[src/rtl/rvfi_retire_tracker.sv]
// rtl/rvfi_retire_tracker.sv - RVFI order assignment, retire counting and pass/fail latch
// Optional PC continuity checking is built when PC_CHAIN_CHECK_EN is defined.
module rvfi_retire_tracker #(
    parameter int                NRET         = 1,
    parameter int                ORDER_W      = 64,
    parameter int                ERR_W        = 16,
    parameter int                WDOG_CYCLES  = 4096,
    parameter logic [ERR_W-1:0]  TIMEOUT_CODE = 16'hFFFF
) (
    input  logic                    clk,
    input  logic                    reset_n,
    input  logic                    clear,
    input  logic [NRET-1:0]         rvfi_valid,
    input  logic [NRET*32-1:0]      rvfi_pc_rdata,
    input  logic [NRET*32-1:0]      rvfi_pc_wdata,
    input  logic [ERR_W-1:0]        errcode_in,
    input  logic                    done_in,
    output logic [NRET*ORDER_W-1:0] rvfi_order,
    output logic [ORDER_W-1:0]      retired,
    output logic                    pass,
    output logic                    fail,
    output logic [ERR_W-1:0]        fail_code,
    output logic [ORDER_W-1:0]      fail_order
);

    localparam int WDOG_W = (WDOG_CYCLES > 1) ? $clog2(WDOG_CYCLES + 1) : 1;

    typedef enum logic [1:0] {ST_RUN, ST_PASS, ST_FAIL} state_e;

    state_e             state_q, state_d;
    logic [ORDER_W-1:0] retired_q, retired_d;
    logic [ERR_W-1:0]   fail_code_q, fail_code_d;
    logic [ORDER_W-1:0] fail_order_q, fail_order_d;
    logic [WDOG_W-1:0]  wdog_q, wdog_d;
    logic [ORDER_W-1:0] order_acc;
    logic               any_valid;
    logic               timeout;
    logic               pc_err;

    // Each channel takes the running count of valid channels below it.
    always_comb begin
        order_acc  = retired_q;
        rvfi_order = '0;
        for (int j = 0; j < NRET; j++) begin
            rvfi_order[j*ORDER_W +: ORDER_W] = order_acc;
            if (rvfi_valid[j]) order_acc = order_acc + ORDER_W'(1);
        end
    end

    assign any_valid = |rvfi_valid;
    assign timeout   = (WDOG_CYCLES != 0) && !any_valid &&
                       (wdog_q == WDOG_W'(WDOG_CYCLES - 1));

`ifdef PC_CHAIN_CHECK_EN
    logic [31:0] last_pc_q, last_pc_d;
    logic        pc_seen_q, pc_seen_d;
    logic [31:0] pc_exp;
    logic        pc_seen;

    // Channels are walked in order so intra-cycle retirements chain too.
    always_comb begin
        pc_exp  = last_pc_q;
        pc_seen = pc_seen_q;
        pc_err  = 1'b0;
        for (int j = 0; j < NRET; j++) begin
            if (rvfi_valid[j]) begin
                if (pc_seen && (rvfi_pc_rdata[j*32 +: 32] != pc_exp)) pc_err = 1'b1;
                pc_exp  = rvfi_pc_wdata[j*32 +: 32];
                pc_seen = 1'b1;
            end
        end
        last_pc_d = last_pc_q;
        pc_seen_d = pc_seen_q;
        if (clear) begin
            last_pc_d = '0;
            pc_seen_d = 1'b0;
        end else if (state_q == ST_RUN) begin
            last_pc_d = pc_exp;
            pc_seen_d = pc_seen;
        end
    end

    always_ff @(posedge clk or negedge reset_n) begin
        if (!reset_n) begin
            last_pc_q <= '0;
            pc_seen_q <= 1'b0;
        end else begin
            last_pc_q <= last_pc_d;
            pc_seen_q <= pc_seen_d;
        end
    end
`else
    logic unused_pc;
    assign unused_pc = ^{rvfi_pc_rdata, rvfi_pc_wdata};
    assign pc_err    = 1'b0;
`endif

    always_comb begin
        state_d      = state_q;
        retired_d    = retired_q;
        wdog_d       = wdog_q;
        fail_code_d  = fail_code_q;
        fail_order_d = fail_order_q;
        if (clear) begin
            state_d      = ST_RUN;
            retired_d    = '0;
            wdog_d       = '0;
            fail_code_d  = '0;
            fail_order_d = '0;
        end else if (state_q == ST_RUN) begin
            retired_d = order_acc;
            if (any_valid || (WDOG_CYCLES == 0)) wdog_d = '0;
            else                                 wdog_d = wdog_q + WDOG_W'(1);
            if (errcode_in != '0) begin
                state_d      = ST_FAIL;
                fail_code_d  = errcode_in;
                fail_order_d = retired_q;
            end else if (pc_err) begin
                state_d      = ST_FAIL;
                fail_code_d  = ERR_W'(16'h0C0C);
                fail_order_d = retired_q;
            end else if (timeout) begin
                state_d      = ST_FAIL;
                fail_code_d  = TIMEOUT_CODE;
                fail_order_d = retired_q;
            end else if (done_in) begin
                state_d = ST_PASS;
            end
        end
    end

    always_ff @(posedge clk or negedge reset_n) begin
        if (!reset_n) begin
            state_q      <= ST_RUN;
            retired_q    <= '0;
            wdog_q       <= '0;
            fail_code_q  <= '0;
            fail_order_q <= '0;
        end else begin
            state_q      <= state_d;
            retired_q    <= retired_d;
            wdog_q       <= wdog_d;
            fail_code_q  <= fail_code_d;
            fail_order_q <= fail_order_d;
        end
    end

    assign retired    = retired_q;
    assign pass       = (state_q == ST_PASS);
    assign fail       = (state_q == ST_FAIL);
    assign fail_code  = fail_code_q;
    assign fail_order = fail_order_q;

endmodule
[config.mk]
export PLATFORM = sky130hd
export DESIGN_NAME = rvfi_retire_tracker
export DESIGN_NICKNAME = d
export VERILOG_FILES = /design/src/rtl/rvfi_retire_tracker.sv
export SDC_FILE = /design/constraint.sdc
export NUM_CORES = 1
export LEC_CHECK = 0
export BUFFER_PORTS_ARGS = -buffer_cell sky130_fd_sc_hd__buf_4
export CORE_MARGIN = 8
export CORE_UTILIZATION = 38
export DETAILED_ROUTE_END_ITERATION = 8
export PLACE_DENSITY = 0.72
export SLEW_MARGIN = 25
export SYNTH_ARGS = -nofsm -noshare
export SYNTH_HDL_FRONTEND = slang
export SYNTH_SLANG_ARGS = --single-unit
[constraint.sdc]
create_clock -name clk -period 2.75 [get_ports clk]
set_clock_uncertainty 0.2 [all_clocks]
set_input_delay 0.55 -clock clk [delete_from_list [all_inputs] [get_ports clk]]
set_output_delay 0.55 -clock clk [all_outputs]
set_load 0.01 [all_outputs]
# --- After elaboration in Yosys (flattened, before gate mapping) ---
# Cells that the tools add are included.
op_classes:
  addsub: 2
  n_eq_ne: 3
  muxes: 19
  n_reduce_logical: 11
ops:
  columns: ["op", "n"]
  rows:
  - ["$mux 64", 7]
  - ["$add 64x1->64 const B", 1]
  - ["$mux 16", 4]
  - ["$mux 13", 3]
  - ["$reduce_bool 16->1", 1]
  - ["$add 13x1->13 const B", 1]
  - ["$eq 13x12->1 const B", 1]
  - ["$mux 2", 5]
  - ["$reduce_and 2->1", 3]
  - ["$reduce_bool 2->1", 2]
  - ["$reduce_bool 4->1", 1]
  - ["$reduce_bool 3->1", 1]
  - ["$eq 2x1->1 const B", 1]
  - ["$eq 2x2->1 const B", 1]
  - ["$logic_not 2->1", 1]
  - ["$logic_and 1x1->1", 1]
  - ["$logic_not 1->1", 1]
totals:
  register_bits: 159
  output_inout_bits: 210
  word_cells: 40

# --- Depth between registers and ports, before layout ---
# Gate-level depths: netlist of the first run.
logic_depth:
  depth_word: 6
  mapped_depth: 8

# --- Least setup slack after synthesis of the first run ---
# OpenSTA, ideal clock, no wires.
synth_path:
  kind: "input-to-reg"
  from: "in rvfi_valid"
  to: "reg retired_q[60] (netlist: retired[60])"
  arrival_ns: 2.290
  required_ns: 2.472
  setup_slack_ns: 0.182
  cell_stages: 8
  n_path_buf: 3
  cell_sequence: "buf_4 -> nor3b_4 -> o211ai_1 -> buf_2 -> or3_4 -> buf_2 -> or3_1 -> a21oi_1"
synth_via:
  elab_chain_cells: 2
synth_lines:
  columns: ["item", "line", "text"]
  rows:
  - ["start, declared", "13", "input logic [NRET-1:0] rvfi_valid,"]
  - ["$reduce_bool 2->1 (no source line)", null, null]
  - ["$reduce_and 2->1 (no source line)", null, null]
  - ["end signal, assigned", "141", "retired_q <= retired_d;"]
  - ["end, declared", "31", "logic [ORDER_W-1:0] retired_q, retired_d;"]
# No other way between the ends.
# A chain may end at the register's enable or synchronous reset.

# --- Final worst setup path of the first run ---
layout_path:
  from: "reg wdog_q[0]"
  to: "reg fail_order_q[62] (netlist: fail_order[62])"
layout_via:
  elab_chain_cells: 4
layout_lines:
  columns: ["item", "line", "text"]
  rows:
  - ["start, declared", "34", "logic [WDOG_W-1:0] wdog_q, wdog_d;"]
  - ["start signal, assigned", "142", "wdog_q <= wdog_d;"]
  - ["$eq 13x12->1", "52", "(wdog_q == WDOG_W'(WDOG_CYCLES - 1));"]
  - ["$logic_and 1x1->1", "51", "assign timeout = (WDOG_CYCLES != 0) && !any_valid &&"]
  - ["$reduce_bool 3->1 (no source line)", null, null]
  - ["$reduce_and 2->1 (no source line)", null, null]
  - ["end signal, assigned", "144", "fail_order_q <= fail_order_d;"]
  - ["end, declared", "33", "logic [ORDER_W-1:0] fail_order_q, fail_order_d;"]
# No other way between the ends.

==> results of run 1 <==
logic make-up (layout without fill, tap and decap cells):
logic type / Yosys count / in the layout / synth area share (%)
buffers and inverters: 118 / 340 / 9.19
adder cells (fa/ha/maj): 2 / 2 / 0.328
multiplexers: 2 / 2 / 0.262
flip-flops: 159 / 159 / 52.1
XOR/XNOR: 36 / 36 / 4.13
AO/OA/AOI/OAI: 171 / 171 / 15.9
AND/OR/NAND/NOR: 255 / 255 / 18.1
path summary, 6_finish.rpt:
| kind | cells past startpoint | slack (ns) | to |
|---|---|---|---|
| worst max-delay path | 8 | 0.19 | fail_order[62] |
| worst max register to register | 8 | 0.19 | fail_order[62] |
| max in group asynchronous | 3 | 1.16 | retired[15] |
| min in group asynchronous | 2 | 0.46 | fail_order[33] |
| worst min-delay path | 2 | 0.15 | retired[22] |
| worst min register to register | 1 | 0.29 | fail_code[12] |
cell type report:
type | instances | area [µm²]
Fill cell | 1790 | 9790
Tap cell | 270 | 338
Clock buffer | 23 | 478
Multi-Input combinational cell | 466 | 2980
Inverter | 10 | 37.5
Sequential cell | 159 | 3980
Clock inverter | 9 | 60.1
Timing Repair Buffer | 298 | 2320
sequential cells by signal, summed over array words and instances, names as in the netlist:
signal and flops:
retired 64, state_q 2, fail_order 64, wdog_q 13, fail_code 16
placed cells by master (no fill, tap or decap), types with 4 or more instances in the layout:
cell type,count
xnor2_1,24
clkinv_2,4
or3_1,26
o31ai_1,4
nand4_1,24
or4_1,4
a22o_1,64
nand2_1,28
a21oi_1,38
nand3_1,29
nor3_1,9
nor2_1,71
buf_4,290
xor2_1,12
dfrtp_1,159
buf_12,6
nor4_1,20
clkbuf_16,17
and4_1,7
inv_1,10
o2bb2ai_1,16
and3_1,16
o21ai_0,34
power by group through the flow:
stage / registers (µW) / logic (µW) / clock network [µW]
finish: 2380 / 302 / 2180
global route: 2380 / 333 / 2320
CTS: 2380 / 308 / 2220
detailed placement: 2420 / 306 / 0
global placement: 2420 / 303 / 0
floorplan: 2430 / 112 / 0
metal layers:
layer	part of all wire [%]	vias to the layer above
met2	48	229
met3	6.7	19
met5	0	-
li1	-	3076
met1	44	3247
met4	1.1	0
worst max-delay path, stage by stage (launching register included):
cell     delay, ns
dfrtp_1       0.39
ha_1          0.23
nand4_1       0.18
or4_1         0.58
buf_4         0.16
a21o_1        0.21
nor2_4        0.15
buf_12        0.20
a22o_1        0.16
what timing repair did:
item / 4_1_cts / 5_1_grt
endpoints found under the hold margin: 55 / 0
hold buffers: 1 / 0
gates resized for setup: 0 / 0
buffers inserted: 0 / 0
stage by stage:
stage / util (%) / total power, µW / area (µm²)
global placement: 48.3 / 2720 / 9640
CTS: 51.0 / 4910 / 10200
floorplan: - / 2540 / 7640
global route: 51.0 / 5030 / 10200
detailed placement: 48.3 / 2730 / 9640
finish: 51.0 / 4860 / 10200
==> qor.txt, run 1 <==
status: complete, no violations
largest cells by area after synthesis: dfrtp_1 (52%), a22o_1 (7.3%), buf_4 (6.5%)
Synth cell types: 49
Post-route DRC: 0
nature of the critical path endpoint: flop
final-report hold violation count: 0
number of synthesized register bits: 159
CTS Buf Count: 17
Rel. slew slack: 60.7%
Min-Delay Path Class: primary input to flop
Vias/cell: 5.32
RSZ-0062 raised after global routing: false
Clock power frac: 44.9%
routed len/inst: 18.1 µm
Combinational Power Share: 6.2%
Ys Warns: 0
final setup violating endpoints: 0
drt first pass iters: 7
Worst EP required: 2.91 ns
final worst-path cycle share: 93.0%
CTS root buf: clkbuf_16
Critical Path Start Type: flop
P_sw: 1170 µW
Initial Util: 38.2%
Primary FF master, synth: dfrtp_1
top-level port count: 295
total negative slack: 0 ns
worst-path fanout max: 34
gr usage total: 17.6%
CTS tree: built
vias in the first global route: 6267
VDD IR-drop max: 0.386 mV
antenna viol nets, final: 0
Pwr per Cell Area: 477 nW/µm²
first-pass GRT wire length: 34600 µm
Synth-to-Final Area Change: 33.4%
Syn Nets: 830
die outline area: 24900 µm²
Synth async-reset ratio: 100%
top-count cell post-synth: dfrtp_1
Post-synth EDFFs: 0
CP arrival: 2.72 ns
Setup WS pre-CTS: 0.0650 ns
Max Slew Vio Count: 0
r2r startpoint: wdog_q[0]
cell taking the most area after synthesis: dfrtp_1
share of cells above drive strength 1: 34.9%
Bufs on Longest Clock Path: 2
post-synthesis sequential area ratio: 52.1%
Post-Syn Area: 7640 µm²
post-synthesis cell count: 743
max-cap violations: 0
Hold Crit Start: clear
hold slack: 0.153 ns
NumNets Final: 1039
CTS HTree Levels: 4
initial antenna violation count: 0
met2 usage: 28.4%
Final Non-Filler Cells: 1235
die extent in y: 158 µm
Period minus WS final: 2.56 ns
number of port buffers: 230
fmax: 391 MHz
Clk pin slew, worst setup/hold paths: 0.06 ns
DRT iter0 DRCs: 473
# diodes: 0
synthesized area per cell: 10.3 µm²
crit path kind: flop to flop
area of the core: 20000 µm²
Num Clock Sinks: 159
Detailed Place HPWL: 16300 µm
share of the synthesized area in the top cell type: 52.1%
Switching Share: 24.0%
largest net degree at the start of global routing: 61
Final Worst Setup Slack: 0.194 ns
DR vias: 6571
row count: 52
met1 usage: 23.2%
internal power: 3700 µW
Synth top cells by count: dfrtp_1 (159), nor2_1 (72), buf_4 (66), a22o_1 (64), a21oi_1 (38)
Post-Place Cells: 1202
Post-Route WL: 22400 µm
GP Congestion: 0.858
critical path startpoint: wdog_q[0]
sequential power share: 48.9%
gr busiest metal: met2
GRT overflow: 0
DIE WIDTH: 158 µm
met3 usage in global routing: 4.01%
Least-Margin Pin Slew: 0.589 ns
clk_lat worst skew: 0.43 ns
leakage: 0.00483 µW
No activity file was read; power rests on OpenSTA's default activity.
==> run 2: changes to the inputs <==
--- a/config.mk
+++ b/config.mk
@@ -6,10 +6,13 @@
 export NUM_CORES = 1
 export LEC_CHECK = 0
 export BUFFER_PORTS_ARGS = -buffer_cell sky130_fd_sc_hd__buf_4
+export CELL_PAD_IN_SITES_DETAIL_PLACEMENT = 0
+export CELL_PAD_IN_SITES_GLOBAL_PLACEMENT = 1
 export CORE_MARGIN = 8
-export CORE_UTILIZATION = 38
+export CORE_UTILIZATION = 37
 export DETAILED_ROUTE_END_ITERATION = 8
-export PLACE_DENSITY = 0.72
+export PLACE_DENSITY = 0.88
+export REMOVE_ABC_BUFFERS = 1
 export SLEW_MARGIN = 25
 export SYNTH_ARGS = -nofsm -noshare
 export SYNTH_HDL_FRONTEND = slang
==> run 2 against run 1 <==
  * Total power rose by 2.7%
  * Design area rose by 0.49%
  * Sequential power barely moved
  * Clock power rose by 6%
  * Clock-buffer cell count rose by 1
  * Worst hold slack improved by 0.040 ns
  * Critical endpoint is now retired[56]
  * Largest cell class unchanged
  * Highest routed layer unchanged
==> qor.txt, run 2 (synthesis results as in run 1) <==
status: complete, no violations
initial antenna violation count: 0 (unchanged)
Final Non-Filler Cells: 1232 (-0.24%)
Vias/cell: 5.34 (+0.32%)
CP arrival: 2.70 ns (-0.02 ns)
Power, Total: 5000 µW (+2.7%)
NumNets Final: 1037 (-0.19%)
fmax: 391 MHz (about the same)
final core occ: 50.6% (-0.41 points)
critical path startpoint: retired[5]
commonest non-fill, non-tap cell in the layout: buf_4
gr busiest metal: met2
top-level port count: 295 (unchanged)
r2r startpoint: retired[5]
met1 usage: 22.2% (-1.0 points)
Hold Crit Start: errcode_in[2]
Bufs on Longest Clock Path: 2 (unchanged)
# diodes: 0 (unchanged)
Critical Path Start Type: flop
Synth-to-Final Area Change: 34.0%
Num Clock Sinks: 159 (unchanged)
Max Slew Vio Count: 0 (unchanged)
CTS tree: built
clk_lat worst skew: 0.42 ns (about the same)
Worst EP required: 2.89 ns (-0.02 ns)
Clk pin slew, worst setup/hold paths: 0.06 ns (about the same)
Detailed Place HPWL: 15900 µm (-2.4%)
final setup violating endpoints: 0 (unchanged)
Post-Place Cells: 1200 (-0.17%)
die extent in y: 160 µm (+1.2%)
leakage: 0.00485 µW (+0.40%)
# fillers: 1805 (+0.84%)
Rel. slew slack: 65.3% (+4.6 points)
post_cts resized: 0 (unchanged)
vias in the first global route: 6640 (+6.0%)
area of the core: 20200 µm² (+1.3%)
hold slack: 0.194 ns (+0.0402 ns)
DIE WIDTH: 160 µm (+1.2%)
nature of the critical path endpoint: flop
VDD IR-drop max: 0.386 mV (-0.13%)
final worst-path cycle share: 92.9% (about the same)
GP Congestion: 0.844 (-1.6%)
Period minus WS final: 2.55 ns (-0.00180 ns)
die outline area: 25500 µm² (+2.4%)
row count: 52 (unchanged)
Post-Route WL: 21900 µm (-1.9%)
total negative slack: 0 ns (unchanged)
met2 usage: 27.3% (-1.1 points)
Least-Margin Pin Slew: 0.515 ns (-0.0736 ns)
most frequent cells in the layout: buf_4 (286), dfrtp_1 (159), nor2_1 (71)
gr usage total: 17.0% (-0.61 points)
RSZ-0062 raised after global routing: false
DR vias: 6576 (+0.076%)
drt first pass iters: 5 (-2)
Post-CTS Setup Inserts: 0 (unchanged)
Post-route DRC: 0 (unchanged)
met3 usage in global routing: 4.01% (about the same)
Initial Util: 37.8% (-0.49 points)
final-report hold violation count: 0 (unchanged)
number of port buffers: 230 (unchanged)
max-cap violations: 0 (unchanged)
DRT iter0 DRCs: 457 (-3.4%)
Min-Delay Path Class: primary input to flop
CTS Buf Count: 17 (unchanged)
routed len/inst: 17.8 µm (-1.6%)
CTS HTree Levels: 4 (unchanged)
Pwr per Cell Area: 488 nW/µm² (+2.2%)
CTS root buf: clkbuf_16
# hold bufs at CTS: 1 (unchanged)
largest net degree at the start of global routing: 59 (-3.3%)
first-pass GRT wire length: 35800 µm (+3.7%)
crit path kind: flop to flop
worst-path fanout max: 13 (-62%)
GRT overflow: 0 (unchanged)
share of cells above drive strength 1: 34.8% (-0.099 points)
antenna viol nets, final: 0 (unchanged)
run 2: cell types whose count changed in the layout (fill, tap and decap cells not counted), sizes merged:
cell and delta:
clkinv -3, buf -2, bufinv +1, clkinvlp -1
inv +1, clkbuf +1
run 2: worst paths after layout:
check                           slack [ns]             end  cells after the start
min in group asynchronous             0.44  fail_order[32]                      2
worst max-delay path                  0.20     retired[56]                      6
worst max register to register        0.20     retired[56]                      6
worst min-delay path                  0.19    fail_code[2]                      3
max in group asynchronous             1.23    fail_code[8]                      3
worst min register to register        0.29    fail_code[2]                      1
run 2: area by class of cell:
cell class	instances	area [µm²]	share of cell area (%)
clock buffers	24	502	4.90
clock inverters	7	76.3	0.746
inverters	10	37.5	0.367
multi-input cells	466	2980	29.1
flip-flops and latches	159	3980	38.9
well taps	270	338	3.30
repair buffers	296	2330	22.7
run 2: worst max-delay path, cell delays in order (launching register included):
cell and delay [ns]:
dfrtp_1 0.35, and4_1 0.40, nand4_1 0.35, or3_4 0.48, buf_4 0.19, or3_1 0.36
a21oi_1 0.15
run 2: routing by layer:
layer	up-vias	share of wire, %
li1	3063	-
met1	3274	45
met2	215	48
met3	24	5.3
met4	0	1.7
met5	-	0
run 2: per-stage QoR:
step / setup slack, ns / area (µm²)
6_report: 0.196 / 10200
5_1_grt: 0.0469 / 10200
4_1_cts: 0.191 / 10200
3_5_place_dp: 0.0379 / 9650
3_3_place_gp: 0.0596 / 9650
2_1_floorplan: -1.87 / 6970
run 2: where the power goes:
| part | internal (µW) | total (µW) | switching [µW] |
|---|---|---|---|
| clock network | 1370 | 2310 | 940 |
| logic | 115 | 309 | 194 |
| registers | 2360 | 2380 | 15.2 |
==> run 3: changes to the inputs <==
--- a/config.mk
+++ b/config.mk
@@ -5,13 +5,13 @@
 export SDC_FILE = /design/constraint.sdc
 export NUM_CORES = 1
 export LEC_CHECK = 0
-export BUFFER_PORTS_ARGS = -buffer_cell sky130_fd_sc_hd__buf_4
 export CELL_PAD_IN_SITES_DETAIL_PLACEMENT = 0
 export CELL_PAD_IN_SITES_GLOBAL_PLACEMENT = 1
 export CORE_MARGIN = 8
-export CORE_UTILIZATION = 37
+export CORE_UTILIZATION = 38
 export DETAILED_ROUTE_END_ITERATION = 8
-export PLACE_DENSITY = 0.88
+export DONT_BUFFER_PORTS = 1
+export PLACE_DENSITY = 0.73
 export REMOVE_ABC_BUFFERS = 1
 export SLEW_MARGIN = 25
 export SYNTH_ARGS = -nofsm -noshare
==> run 3 against run 2 <==
  * The run now ends with negative hold slack left
  * Worst hold slack got worse by 0.57 ns
  * Clock power up 7%
  * First-iteration DRC count decreased by 28%
  * Via count shrank 14%
  * Wire length shrank 8.2%
  * Final cell count decreased by 19%
==> qor.txt, run 3 (synthesis results as in run 1) <==
status: finished, violations left
violated checks: negative hold slack
vias in the first global route: 5758 (-13%)
Min-Delay Path Class: primary input to asynchronous set/reset pin
Rel. slew slack: 66.3% (+1.0 points)
number of port buffers: 0 (-100%)
Initial Util: 38.2% (+0.49 points)
Period minus WS final: 2.62 ns (+0.0626 ns)
most frequent cells in the layout: dfrtp_1 (159), nor2_1 (71), a22o_1 (64)
CTS root buf: clkbuf_16
RSZ-0062 raised after global routing: false
Post-CTS Setup Inserts: 0 (unchanged)
CTS HTree Levels: 4 (unchanged)
GRT overflow: 0 (unchanged)
Post-Route WL: 20200 µm (-8.2%)
final worst-path cycle share: 95.2% (+2.3 points)
worst-path fanout max: 56 (+43)
Worst EP required: 2.85 ns (-0.04 ns)
Detailed Place HPWL: 13900 µm (-13%)
Post-route DRC: 0 (unchanged)
# hold bufs at CTS: 1 (unchanged)
CP arrival: 2.72 ns (+0.02 ns)
CTS tree: built
DR vias: 5656 (-14%)
DRT iter0 DRCs: 329 (-28%)
Critical Path Start Type: flop
GP Congestion: 0.771 (-8.6%)
fmax: 382 MHz (-2.4%)
first-pass GRT wire length: 31900 µm (-11%)
# diodes: 0 (unchanged)
nature of the critical path endpoint: flop
critical path startpoint: wdog_q[0]
DIE WIDTH: 158 µm (-1.2%)
R2R Setup Slk: 0.13 ns (-0.06 ns)
row count: 52 (unchanged)
top-level port count: 295 (unchanged)
VDD IR-drop max: 0.398 mV (+3.3%)
Bufs on Longest Clock Path: 2 (unchanged)
Setup WS pre-CTS: 0.157 ns (+0.119 ns)
antenna viol nets, final: 0 (unchanged)
drt first pass iters: 5 (unchanged)
Max Slew Vio Count: 0 (unchanged)
largest net degree at the start of global routing: 160 (+170%)
routed len/inst: 20.1 µm (+13%)
commonest non-fill, non-tap cell in the layout: dfrtp_1
final setup violating endpoints: 0 (unchanged)
CTS Buf Count: 17 (unchanged)
die outline area: 24900 µm² (-2.4%)
r2r startpoint: wdog_q[0]
die extent in y: 158 µm (-1.2%)
Num Clock Sinks: 159 (unchanged)
crit path kind: flop to flop
post_cts resized: 0 (unchanged)
clk_lat worst skew: 0.43 ns (about the same)
Final Worst Setup Slack: 0.133 ns (-0.0626 ns)
Pwr per Cell Area: 591 nW/µm² (+21%)
total negative slack: 0 ns (unchanged)
final-report hold violation count: 159 (+159)
area of the core: 20000 µm² (-1.3%)
initial antenna violation count: 0 (unchanged)
Synth-to-Final Area Change: 11.2%
Vias/cell: 5.64 (+5.6%)
share of cells above drive strength 1: 14.5% (-20 points)
Least-Margin Pin Slew: 0.500 ns (-0.0149 ns)
Clk pin slew, worst setup/hold paths: 0.06 ns (about the same)
NumNets Final: 807 (-22%)
leakage: 0.00362 µW (-25%)
max-cap violations: 0 (unchanged)
hold slack: -0.377 ns (-0.570 ns)
gr usage total: 16.2% (-0.78 points)
==> run 3: cell types whose count changed in the layout (fill, tap and decap cells not counted), moves of 2 or more <==
| cell | previous run | this run |
|---|---|---|
| clkbuf_8 | 5 | 2 |
| clkinvlp_4 | 2 | 4 |
| bufinv_16 | 1 | 3 |
| buf_12 | 8 | 3 |
| buf_4 | 286 | 62 |
==> run 3: final timing paths <==
kind | to | cells past startpoint
worst max-delay path | fail_order[58] | 7
worst min-delay path | fail_order[32] | 0
worst max register to register | fail_order[58] | 7
worst min register to register | wdog_q[9] | 2
max in group asynchronous | wdog_q[2] | 0
min in group clk | fail_code[9] | 2
==> run 3: final cells by class <==
type,instances,area (µm²)
Clock inverter,11,155
Sequential cell,159,3980
Clock buffer,21,460
Multi-Input combinational cell,466,2970
Tap cell,270,338
Timing Repair Buffer,66,553
Fill cell,1863,11500
Inverter,10,37.5
==> run 3: stage by stage <==
step	utilization, %	instance area (µm²)	total power, µW	instances	hold WS [ns]
finish	42.5	8490	5020	1003	-0.377
global route	42.5	8490	5200	1003	-0.404
global placement	39.3	7850	2570	970	0.0588
CTS	42.5	8490	5070	1003	-0.404
detailed placement	39.3	7850	2580	970	0.0588
floorplan	-	6970	2510	635	0.0544
==> run 3: worst max-delay path, cell delays in order, from the launching register on <==
cell and delay, ns:
dfrtp_1 0.39, ha_1 0.22, nand4_1 0.19, or4_1 0.62, a21oi_1 0.31, nor2_4 0.07, buf_12 0.20, a22o_1 0.27
==> run 3: where the power goes <==
part	internal [µW]	leakage (µW)	switching (µW)
registers	2360	0.00221	29.1
clock network	1490	0.000287	981
logic	52.1	0.00112	111
==> run 3: routing by layer <==
metal / vias to the layer above / global-route usage, % / share of wire [%] / wire length, µm
met5: - / 0 / 0 / 0
met2: 167 / 26.3 / 49 / 9870
met4: 0 / 6.84 / 1.8 / 371
met3: 24 / 3.88 / 6.2 / 1260
met1: 2868 / 20.4 / 43 / 8660
li1: 2597 / - / - / -
